## src/rtl/bram_reader_pkg.sv

```systemverilog
`default_nettype none
// +----------------------------------------------------------------------+
// | bram_reader_pkg                                                      |
// | Shared types and constants for the ping-pong frame BRAM read side.   |
// | Revision: 1.0                                                        |
// +----------------------------------------------------------------------+
package bram_reader_pkg;

    typedef enum logic [1:0] {
        IDLE  = 2'd0,
        ISSUE = 2'd1,
        DRAIN = 2'd2
    } state_t;

    localparam int BRAM_DEPTH_DEFAULT = 153600;
    localparam int ADDR_W             = $clog2(BRAM_DEPTH_DEFAULT);
    localparam int SKID_DEPTH         = 2;

endpackage

`default_nettype wire

```

## src/rtl/rd_skid_fifo.sv

```systemverilog
`default_nettype none
// +----------------------------------------------------------------------+
// | rd_skid_fifo                                                         |
// | Small skid FIFO catching BRAM read data while the consumer stalls.   |
// | Revision: 1.0                                                        |
// +----------------------------------------------------------------------+
module rd_skid_fifo
    import bram_reader_pkg::*;
#(
    parameter int WIDTH = 13
) (
    input  logic                              clk,
    input  logic                              rst_n,
    input  logic                              push,
    input  logic                              pop,
    input  logic [WIDTH-1:0]                  data_in,
    output logic [WIDTH-1:0]                  data_out,
    output logic [$clog2(SKID_DEPTH+1)-1:0]   count,
    output logic                              empty
);

    localparam int PTR_W = $clog2(SKID_DEPTH);
    localparam int CNT_W = $clog2(SKID_DEPTH + 1);

    logic [WIDTH-1:0] mem [SKID_DEPTH];
    logic [PTR_W-1:0] wr_ptr;
    logic [PTR_W-1:0] rd_ptr;
    logic             do_push;
    logic             do_pop;

    assign empty    = (count == '0);
    assign do_pop   = pop && !empty;
    // A push into a full FIFO is fine as long as the head leaves in the same cycle.
    assign do_push  = push && ((count < CNT_W'(SKID_DEPTH)) || do_pop);
    assign data_out = mem[rd_ptr];

    always_ff @(posedge clk or negedge rst_n) begin
        if (!rst_n) begin
            for (int i = 0; i < SKID_DEPTH; i++) begin
                mem[i] <= '0;
            end
            wr_ptr <= '0;
            rd_ptr <= '0;
            count  <= '0;
        end else begin
            if (do_push) begin
                mem[wr_ptr] <= data_in;
                wr_ptr      <= wr_ptr + PTR_W'(1);
            end
            if (do_pop) begin
                rd_ptr <= rd_ptr + PTR_W'(1);
            end
            case ({do_push, do_pop})
                2'b10:   count <= count + CNT_W'(1);
                2'b01:   count <= count - CNT_W'(1);
                default: count <= count;
            endcase
        end
    end

endmodule

`default_nettype wire

```

## src/rtl/bram_frame_reader.sv

```systemverilog
`default_nettype none
// +----------------------------------------------------------------------+
// | bram_frame_reader                                                    |
// | Walks one bank of the frame BRAM and streams it out as valid/ready.  |
// | Revision: 1.0                                                        |
// +----------------------------------------------------------------------+
module bram_frame_reader
    import bram_reader_pkg::*;
#(
    parameter int BRAM_WIDTH   = 12,
    parameter int FRAME_PIXELS = 76800,
    parameter int BRAM_DEPTH   = 153600
) (
    input  logic                          i_clk,
    input  logic                          i_rstn,
    input  logic                          i_start,
    input  logic                          i_bank,
    output logic                          o_busy,
    output logic                          o_done,
    output logic                          o_rportEn,
    output logic [$clog2(BRAM_DEPTH)-1:0] o_raddr,
    input  logic [BRAM_WIDTH-1:0]         i_rdata,
    output logic [BRAM_WIDTH-1:0]         o_tdata,
    output logic                          o_tvalid,
    input  logic                          i_tready,
    output logic                          o_tlast
);

    localparam int RADDR_W = $clog2(BRAM_DEPTH);
    localparam int IDX_W   = (FRAME_PIXELS > 1) ? $clog2(FRAME_PIXELS) : 1;
    localparam int CNT_W   = $clog2(SKID_DEPTH + 1);
    localparam logic [IDX_W-1:0] LAST_IDX = IDX_W'(FRAME_PIXELS - 1);

    state_t               state;
    state_t               state_next;
    logic [IDX_W-1:0]     idx;
    logic [IDX_W-1:0]     cur_idx;
    logic [RADDR_W-1:0]   base;
    logic [RADDR_W-1:0]   bank_base;
    logic [RADDR_W-1:0]   cur_base;
    logic [RADDR_W-1:0]   hold_addr;
    logic                 inflight;
    logic                 inflight_last;
    logic                 done;
    logic                 issue;
    logic                 last_issue;
    logic                 pop;
    logic                 last_hs;
    logic                 credit_ok;
    logic [2:0]           occupancy;
    logic                 fifo_empty;
    logic [CNT_W-1:0]     fifo_count;
    logic [BRAM_WIDTH:0]  fifo_head;

    assign bank_base = i_bank ? RADDR_W'(FRAME_PIXELS) : '0;
    assign cur_base  = (state == IDLE) ? bank_base : base;
    assign cur_idx   = (state == IDLE) ? '0 : idx;

    assign pop     = o_tvalid && i_tready;
    assign last_hs = pop && o_tlast;

    // Count the slot freed by this cycle's pop so a ready consumer sees one pixel per cycle.
    assign occupancy  = 3'(inflight) + 3'(fifo_count) - 3'(pop);
    assign credit_ok  = (occupancy < 3'(SKID_DEPTH));
    assign issue      = credit_ok && (((state == IDLE) && i_start) || (state == ISSUE));
    assign last_issue = issue && (cur_idx == LAST_IDX);

    assign o_rportEn = issue;
    assign o_raddr   = issue ? (cur_base + RADDR_W'(cur_idx)) : hold_addr;
    assign o_busy    = (state != IDLE);
    assign o_done    = done;
    assign o_tvalid  = !fifo_empty;
    assign o_tlast   = fifo_head[BRAM_WIDTH];
    assign o_tdata   = fifo_head[BRAM_WIDTH-1:0];

    always_ff @(posedge i_clk or negedge i_rstn) begin
        if (!i_rstn) begin
            state <= IDLE;
        end else begin
            state <= state_next;
        end
    end

    always_comb begin
        state_next = state;
        case (state)
            IDLE:    if (i_start)    state_next = last_issue ? DRAIN : ISSUE;
            ISSUE:   if (last_issue) state_next = DRAIN;
            DRAIN:   if (last_hs)    state_next = IDLE;
            default:                 state_next = IDLE;
        endcase
    end

    always_ff @(posedge i_clk or negedge i_rstn) begin
        if (!i_rstn) begin
            idx           <= '0;
            base          <= '0;
            hold_addr     <= '0;
            inflight      <= 1'b0;
            inflight_last <= 1'b0;
            done          <= 1'b0;
        end else begin
            if ((state == IDLE) && i_start) begin
                base <= bank_base;
            end
            if (issue) begin
                idx       <= cur_idx + IDX_W'(1);
                hold_addr <= o_raddr;
            end else if (state == IDLE) begin
                idx <= '0;
            end
            inflight      <= issue;
            inflight_last <= last_issue;
            done          <= last_hs;
        end
    end

    rd_skid_fifo #(
        .WIDTH (BRAM_WIDTH + 1)
    ) u_skid (
        .clk      (i_clk),
        .rst_n    (i_rstn),
        .push     (inflight),
        .pop      (pop),
        .data_in  ({inflight_last, i_rdata}),
        .data_out (fifo_head),
        .count    (fifo_count),
        .empty    (fifo_empty)
    );

endmodule

`default_nettype wire
```

## config.mk

```make
export PLATFORM = sky130hd
export DESIGN_NAME = bram_frame_reader
export DESIGN_NICKNAME = d
export VERILOG_FILES = /design/src/rtl/bram_reader_pkg.sv /design/src/rtl/rd_skid_fifo.sv /design/src/rtl/bram_frame_reader.sv
export SDC_FILE = /design/constraint.sdc
export NUM_CORES = 1
export LEC_CHECK = 0
export ABC_AREA = 1
export CAP_MARGIN = 5
export CORE_MARGIN = 1
export CORE_UTILIZATION = 44
export CTS_BUF_LIST = sky130_fd_sc_hd__clkbuf_16
export DETAILED_ROUTE_END_ITERATION = 8
export PLACE_DENSITY = 0.69
export SYNTH_ARGS = -nofsm -noshare
export SYNTH_HDL_FRONTEND = slang
export SYNTH_SLANG_ARGS = --single-unit
```

## constraint.sdc

```tcl
create_clock -name i_clk -period 2.7 [get_ports i_clk]
set_input_delay 0.27 -clock i_clk [delete_from_list [all_inputs] [get_ports i_clk]]
set_output_delay 0.27 -clock i_clk [all_outputs]
set_load 0.05 [all_outputs]
```

Yosys cells after proc, flatten, opt, wreduce, memory -nomap -nowiden
Cells that the tools add are included.

operators by class
  add/subtract/negate cells = 8
  $lt $le $gt $ge = 5
  equal/unequal tests = 8
  multiplexer cells = 17
  bitwise gates (word level) = 2
  reductions and logical operators = 16

operators by type and width
  operator                                                              count
  13-bit two-way mux                                                    4
  17-bit two-way mux                                                    3
  18-bit two-way mux                                                    2
  26-bit bitwise mux                                                    1
  18-bit by 17-bit adder with 18-bit output                             1
  17-bit by 1-bit adder with 17-bit output, second input constant       1
  17-bit == test, second input constant                                 1
  13-bit demux with 1-bit select                                        1
  1-bit logical AND                                                     8
  2-bit two-way mux                                                     4
  2-bit inequality test, second input constant                          3
  2-bit case mux with 3 select lines                                    1
  2-bit by 1-bit == test with 1-bit output, second input constant       2
  2-bit == test, second input constant                                  2
  2-bit >= comparator, second input constant                            2
  2-bit zero test                                                       2
  1-bit inverter with 2-bit output                                      2
  2-bit case mux with 2 select lines                                    1
  2-bit nonzero test                                                    2
  1-bit by 2-bit adder with 3-bit output                                1
  3-bit by 2-bit < comparator with 1-bit output, second input constant  1
  3-bit AND reduction                                                   1
  3-bit by 1-bit subtractor with 3-bit output                           1
  1-bit adder, second input constant                                    2
  other kinds (6)                                                       7

storage, ports and cells
  register bits = 88
  bits of input ports = 17
  output and inout port bits = 35
  word-level logic and storage cells = 68

Logic depth before layout (Yosys ltp)
  depth after elaboration = 10
  depth in mapped cells = 18
  mapped depth without buffers = 18

Modules after synthesis
From an unflattened synthesis, not the netlist that was laid out.

second synthesis, totals
  cells, all modules = 511
  area total of the unflattened synthesis = 3,946.3 um^2

by module, submodules not included
  module             times used  cells an instance  area each (um^2)  sequential area each (um^2)
  bram_frame_reader  1           323                2,437.3           1,026.0
  rd_skid_fifo       1           188                1,508.9           750.7

Worst setup path after synthesis
OpenSTA, ideal clock, no wires.

  path kind = register to output
  start = reg u_skid.count[1]
  end = out o_raddr[12]
  data arrival time = 3.568 ns
  required time = 2.430 ns
  path slack = -1.138 ns
  cell stages (with the launch flop) = 14
  path buffers = 1
  cell sequence = dfrtp_1 > inv_2 > nand2_1 > nand2_1 > inv_1 > ha_1 > inv_1 > nand2_1 > fa_1 > nand2_1 > nor2_1 > nand2_4 > clkbuf_1 > o21ai_0

between the ends
  word-level cells in the longest chain between the ends = 7
  elaborated cells on any way between the ends = 8
  classes of those cells = add/sub (2); order compare (1); mux (1); reduce/logical (4)

ends and longest elaborated chain
  element                                        line                     RTL
  start, declared                                rd_skid_fifo.sv:18       output logic [$clog2(SKID_DEPTH+1)-1:0] count,
  start signal, assigned                         rd_skid_fifo.sv:54       2'b10: count <= count + CNT_W'(1);
  start signal, assigned                         rd_skid_fifo.sv:55       2'b01: count <= count - CNT_W'(1);
  start signal, assigned                         rd_skid_fifo.sv:56       default: count <= count;
  2-bit zero test                                rd_skid_fifo.sv:31       assign empty = (count == '0);
  1-bit zero test                                bram_frame_reader.sv:72  assign o_tvalid = !fifo_empty;
  named net o_tvalid                             bram_frame_reader.sv:24  output logic o_tvalid,
  1-bit logical AND                              bram_frame_reader.sv:59  assign pop = o_tvalid && i_tready;
  3-bit by 1-bit subtractor with 3-bit output    bram_frame_reader.sv:63  assign occupancy = 3'(inflight) + 3'(fifo_count) - 3'(pop);
  3-bit by 2-bit < comparator with 1-bit output  bram_frame_reader.sv:64  assign credit_ok = (occupancy < 3'(SKID_DEPTH));
  1-bit logical AND                              bram_frame_reader.sv:65  assign issue = credit_ok && (((state == IDLE) && i_start) || (state == ISSUE));
  18-bit two-way mux                             bram_frame_reader.sv:69  assign o_raddr = issue ? (cur_base + RADDR_W'(cur_idx)) : hold_addr;
  end, declared                                  bram_frame_reader.sv:21  output logic [$clog2(BRAM_DEPTH)-1:0] o_raddr,

The timed path passes the listed nets, and every way through them passes these cells.

Worst setup path after layout
  start = reg u_skid.count[1]
  end = out o_raddr[16]

between the ends
  word-level cells in the longest chain between the ends = 7
  elaborated cells on any way between the ends = 8
  classes of those cells = add/sub (2); order compare (1); mux (1); reduce/logical (4)

ends and longest elaborated chain
  element                                                                                         line
  parallel branches: the longest is 3 deep, another holds 1-bit by 2-bit adder with 3-bit output  -
  3-bit by 1-bit subtractor with 3-bit output (*)                                                 bram_frame_reader.sv:63
  3-bit by 2-bit < comparator with 1-bit output (*)                                               bram_frame_reader.sv:64
  1-bit logical AND (*)                                                                           bram_frame_reader.sv:65
  18-bit two-way mux (*)                                                                          bram_frame_reader.sv:69

Every way passes the cells marked *.

==> run_results.csv <==
group,metric,value,unit
clock_network,cts_buffer_depth,2,
sta,slew_headroom,39.0,%
floorplanning,core-area,7850,sq um
power,combPwrFrac,63.9,%
synth,synth_compound_area_share,9.28,%
sta,min_period,3020,ps
synth,syn_nets,456,
drt,final_antenna_net_count,0,
final_layout,layout-drive-gt1-share,34.8,%
power,p_sw_share,42.5,%
global_routing,grt_first_pass_wirelength,15500,microns
power,p_leak,2.63,nW
synth,synthSimpleGateAreaFrac,23.3,%
worst_setup_path,critical_path_required,2430,ps
drt,via_per_inst,5.03,
clock_network,clock-sinks,71,
global_routing,grt.overflow.total,0,
floorplanning,fp-row-count,32,
synth,synthCells,430,
placement,dpl.hpwl,5900,microns
final_layout,antennaDiodeCount,0,
synth,synth_xor_area_share,3.62,%
floorplanning,die-area,8610,sq um
worst_setup_path,crit_fanout,5,
clock_network,htree_levels,3,
placement,routabilityCongestion,0.857,
sta,max_slew.worst_pin.slew,914,ps
global_routing,grt_pass1_vias,3277,
floorplanning,start_util,46.2,%
clock_network,cts_tree,"done",
clock_network,cts_buffers,9,
sta,report.final.slew_viol_count,0,
flow_run,cap_violations,0,
power,pwr-share-clk,17.0,%
outcome,violations,"negative setup slack",
synth,yosys.area_share.adder,3.52,%
power,seqPwrFrac,19.2,%
floorplanning,die_x,92.8,microns
final_layout,area_growth,57.6,%
drt,wire_per_inst,14.3,microns
sta,setup_viol,24,
clock_network,clockRootBuffer,"clkbuf_16",
floorplanning,ioPinCount,52,
global_routing,grt_usage,23.0,%
sta,fmax,331,MHz
worst_hold_path,hold_path.class,"in2async",
synth,synth_area_per_cell,8.43,sq um
synth,synth_area,3630,sq um
power,p_int,4.74,mW
drt,drtIter0Drc,148,
global_routing,antenna_found_initial,0,
sta,postLayoutSetupSlackWorst,-320,ps
sta,rsz0062_at_grt,"true",
sta,skew,5.42,ps
synth,synth_top_family_by_area,"simple AND/OR/NAND/NOR gates",
outcome,outcome,"finished, violations left",
final_layout,fin_util,72.8,%
floorplanning,die_h,92.8,microns
drt,wl,9140,microns
clock_network,cts_hold_buffers,0,
drt,drc_errors,0,
final_layout,nets,559,
placement,port-buffer-count,51,
synth,ys_warn_count,0,
power,p_per_area,1440,nW/um^2
worst_setup_path,cp-start-kind,"register",
drt,drtPass1Iterations,4,
synth,synthMuxAreaShare,4.04,%
clock_network,clk_pin_slew,60,ps
drt,num_vias,3221,
placement,place_ws,-256,ps
sta,hold_violations,0,
synth,synth_seq_cells,71,
synth,synth.distinct_cells,28,
final_layout,nFillCells,562,
global_routing,grt_max_degree,72,
synth,seq_area_frac_synth,49.0,%
power,p_sw,3.50,mW
worst_setup_path,cp_data_arrival_time,2750,ps
power,ir_drop,1110,uV
worst_setup_path,crit_type,"reg2out",
sta,period_share,112,%
worst_setup_path,cp-end-kind,"output pin",
clock_network,clkLatencyLatePin,330,ps
## sequential cells by signal (all words and copies together), names as in the netlist, 2 cells and up
name          cells
hold_addr        18
idx              17
state             2
u_skid.count      2
u_skid.mem       26
## worst max-delay path, stage by stage, from the launching register on
cell,delay [ps]
dfrtp_1,400
inv_2,120
nand2_8,60
nand2_4,60
inv_4,40
ha_4,200
inv_2,50
nand2_2,40
fa_1,500
nand2_2,70
nor2_4,120
nand2_4,130
buf_6,160
buf_6,110
a21oi_4,140
a21oi_4,80
buf_12,150
## area by class of cell
class	count	area, sq um	share of cell area [%]
Inverter	56	220	3.85
Tap cell	102	128	2.23
Sequential cell	71	1780	31.1
Clock inverter	7	128	2.23
Multi-Input combinational cell	291	2000	35.0
Clock buffer	9	225	3.94
Timing Repair Buffer	104	1240	21.6
## cells in the final DEF (no fill, tap or decap), types with 8 or more instances in the layout
| cell | netlist | final |
|---|---|---|
| xor2_1 | 11 | 10 |
| nand2_2 | 6 | 16 |
| buf_12 | 0 | 22 |
| nand2_1 | 110 | 81 |
| nor2_1 | 33 | 29 |
| mux2_2 | 13 | 13 |
| buf_4 | 0 | 33 |
| clkdlybuf4s50_1 | 0 | 31 |
| buf_6 | 0 | 12 |
| nand2_4 | 3 | 19 |
| nand3_1 | 14 | 14 |
| o21ai_4 | 0 | 11 |
| clkbuf_16 | 0 | 10 |
| inv_1 | 53 | 49 |
| o21ai_0 | 51 | 39 |
| dfrtp_1 | 71 | 69 |
| nor2_2 | 8 | 8 |
## cell usage after synthesis, drive strengths merged
master,instances,share of area (%)
nand2,119,13
dfrtp,71,49
inv,56,5.9
o21ai,54,7.7
nor2,43,5.4
nand3,15,2.4
mux2,13,4.0
xor2,11,2.7
a21oi,10,1.4
clkbuf,7,0.72
ha,7,2.4
nand4,7,1.2
buf,5,0.69
nor3,4,0.69
xnor2,4,0.97
fa,2,1.1
o32ai,1,0.24
or2,1,0.17
## power by group through the flow
stage          sequential (mW)  clock (mW)  combinational (mW)
2_1_floorplan             1.51           0                2.67
3_3_place_gp              1.56           0                3.95
3_5_place_dp              1.57           0                4.02
4_1_cts                   1.57        1.42                4.95
5_1_grt                   1.62        1.45                5.54
6_report                  1.58        1.40                5.26
## logic make-up after synthesis
family / after synthesis
simple gates: 189
flops: 71
buf+inv: 68
compound gates: 65
xor+xnor: 15
mux: 13
fa+ha+maj: 9
## metal layers
layer,up-vias,wire length [microns],global-route usage (%)
met4,0,129,6.15
met2,76,4760,40.3
met1,1564,3820,28.3
met3,13,429,5.17
met5,-,0,0
li1,1568,-,-
## stage by stage
stage	hold WS [ps]	cells	instance area (sq um)	TNS [ps]	total power, mW
5_1_grt	243	640	5710	-8640	8.61
2_1_floorplan	-25.6	430	3920	0	4.18
3_3_place_gp	460	601	4880	-4660	5.51
3_5_place_dp	463	601	4880	-5660	5.59
6_report	147	640	5710	-5810	8.24
4_1_cts	192	636	5580	-5430	7.94
## what timing repair did
action	in CTS	in global routing
pin swaps	11	10
setup buffers	18	5
gates resized for setup	52	18
endpoints found under the hold margin	0	0
endpoints found under the setup margin	19	35
cloned	1	1
## path summary, 6_finish.rpt
path,from,end,slack [ps],cells past startpoint
hold reg to reg,inflight_last,u_skid.mem[12],480,2
setup reg to reg,u_skid.count[1],idx[15],-210,23
setup / recovery,u_skid.count[1],o_raddr[16],-320,16
max in group asynchronous,i_rstn,u_skid.rd_ptr,1920,2
min in group i_clk,inflight_last,u_skid.mem[12],480,2
hold / removal,i_rstn,u_skid.count[0],150,2
Note: power is estimated with default switching activity, not from simulation.
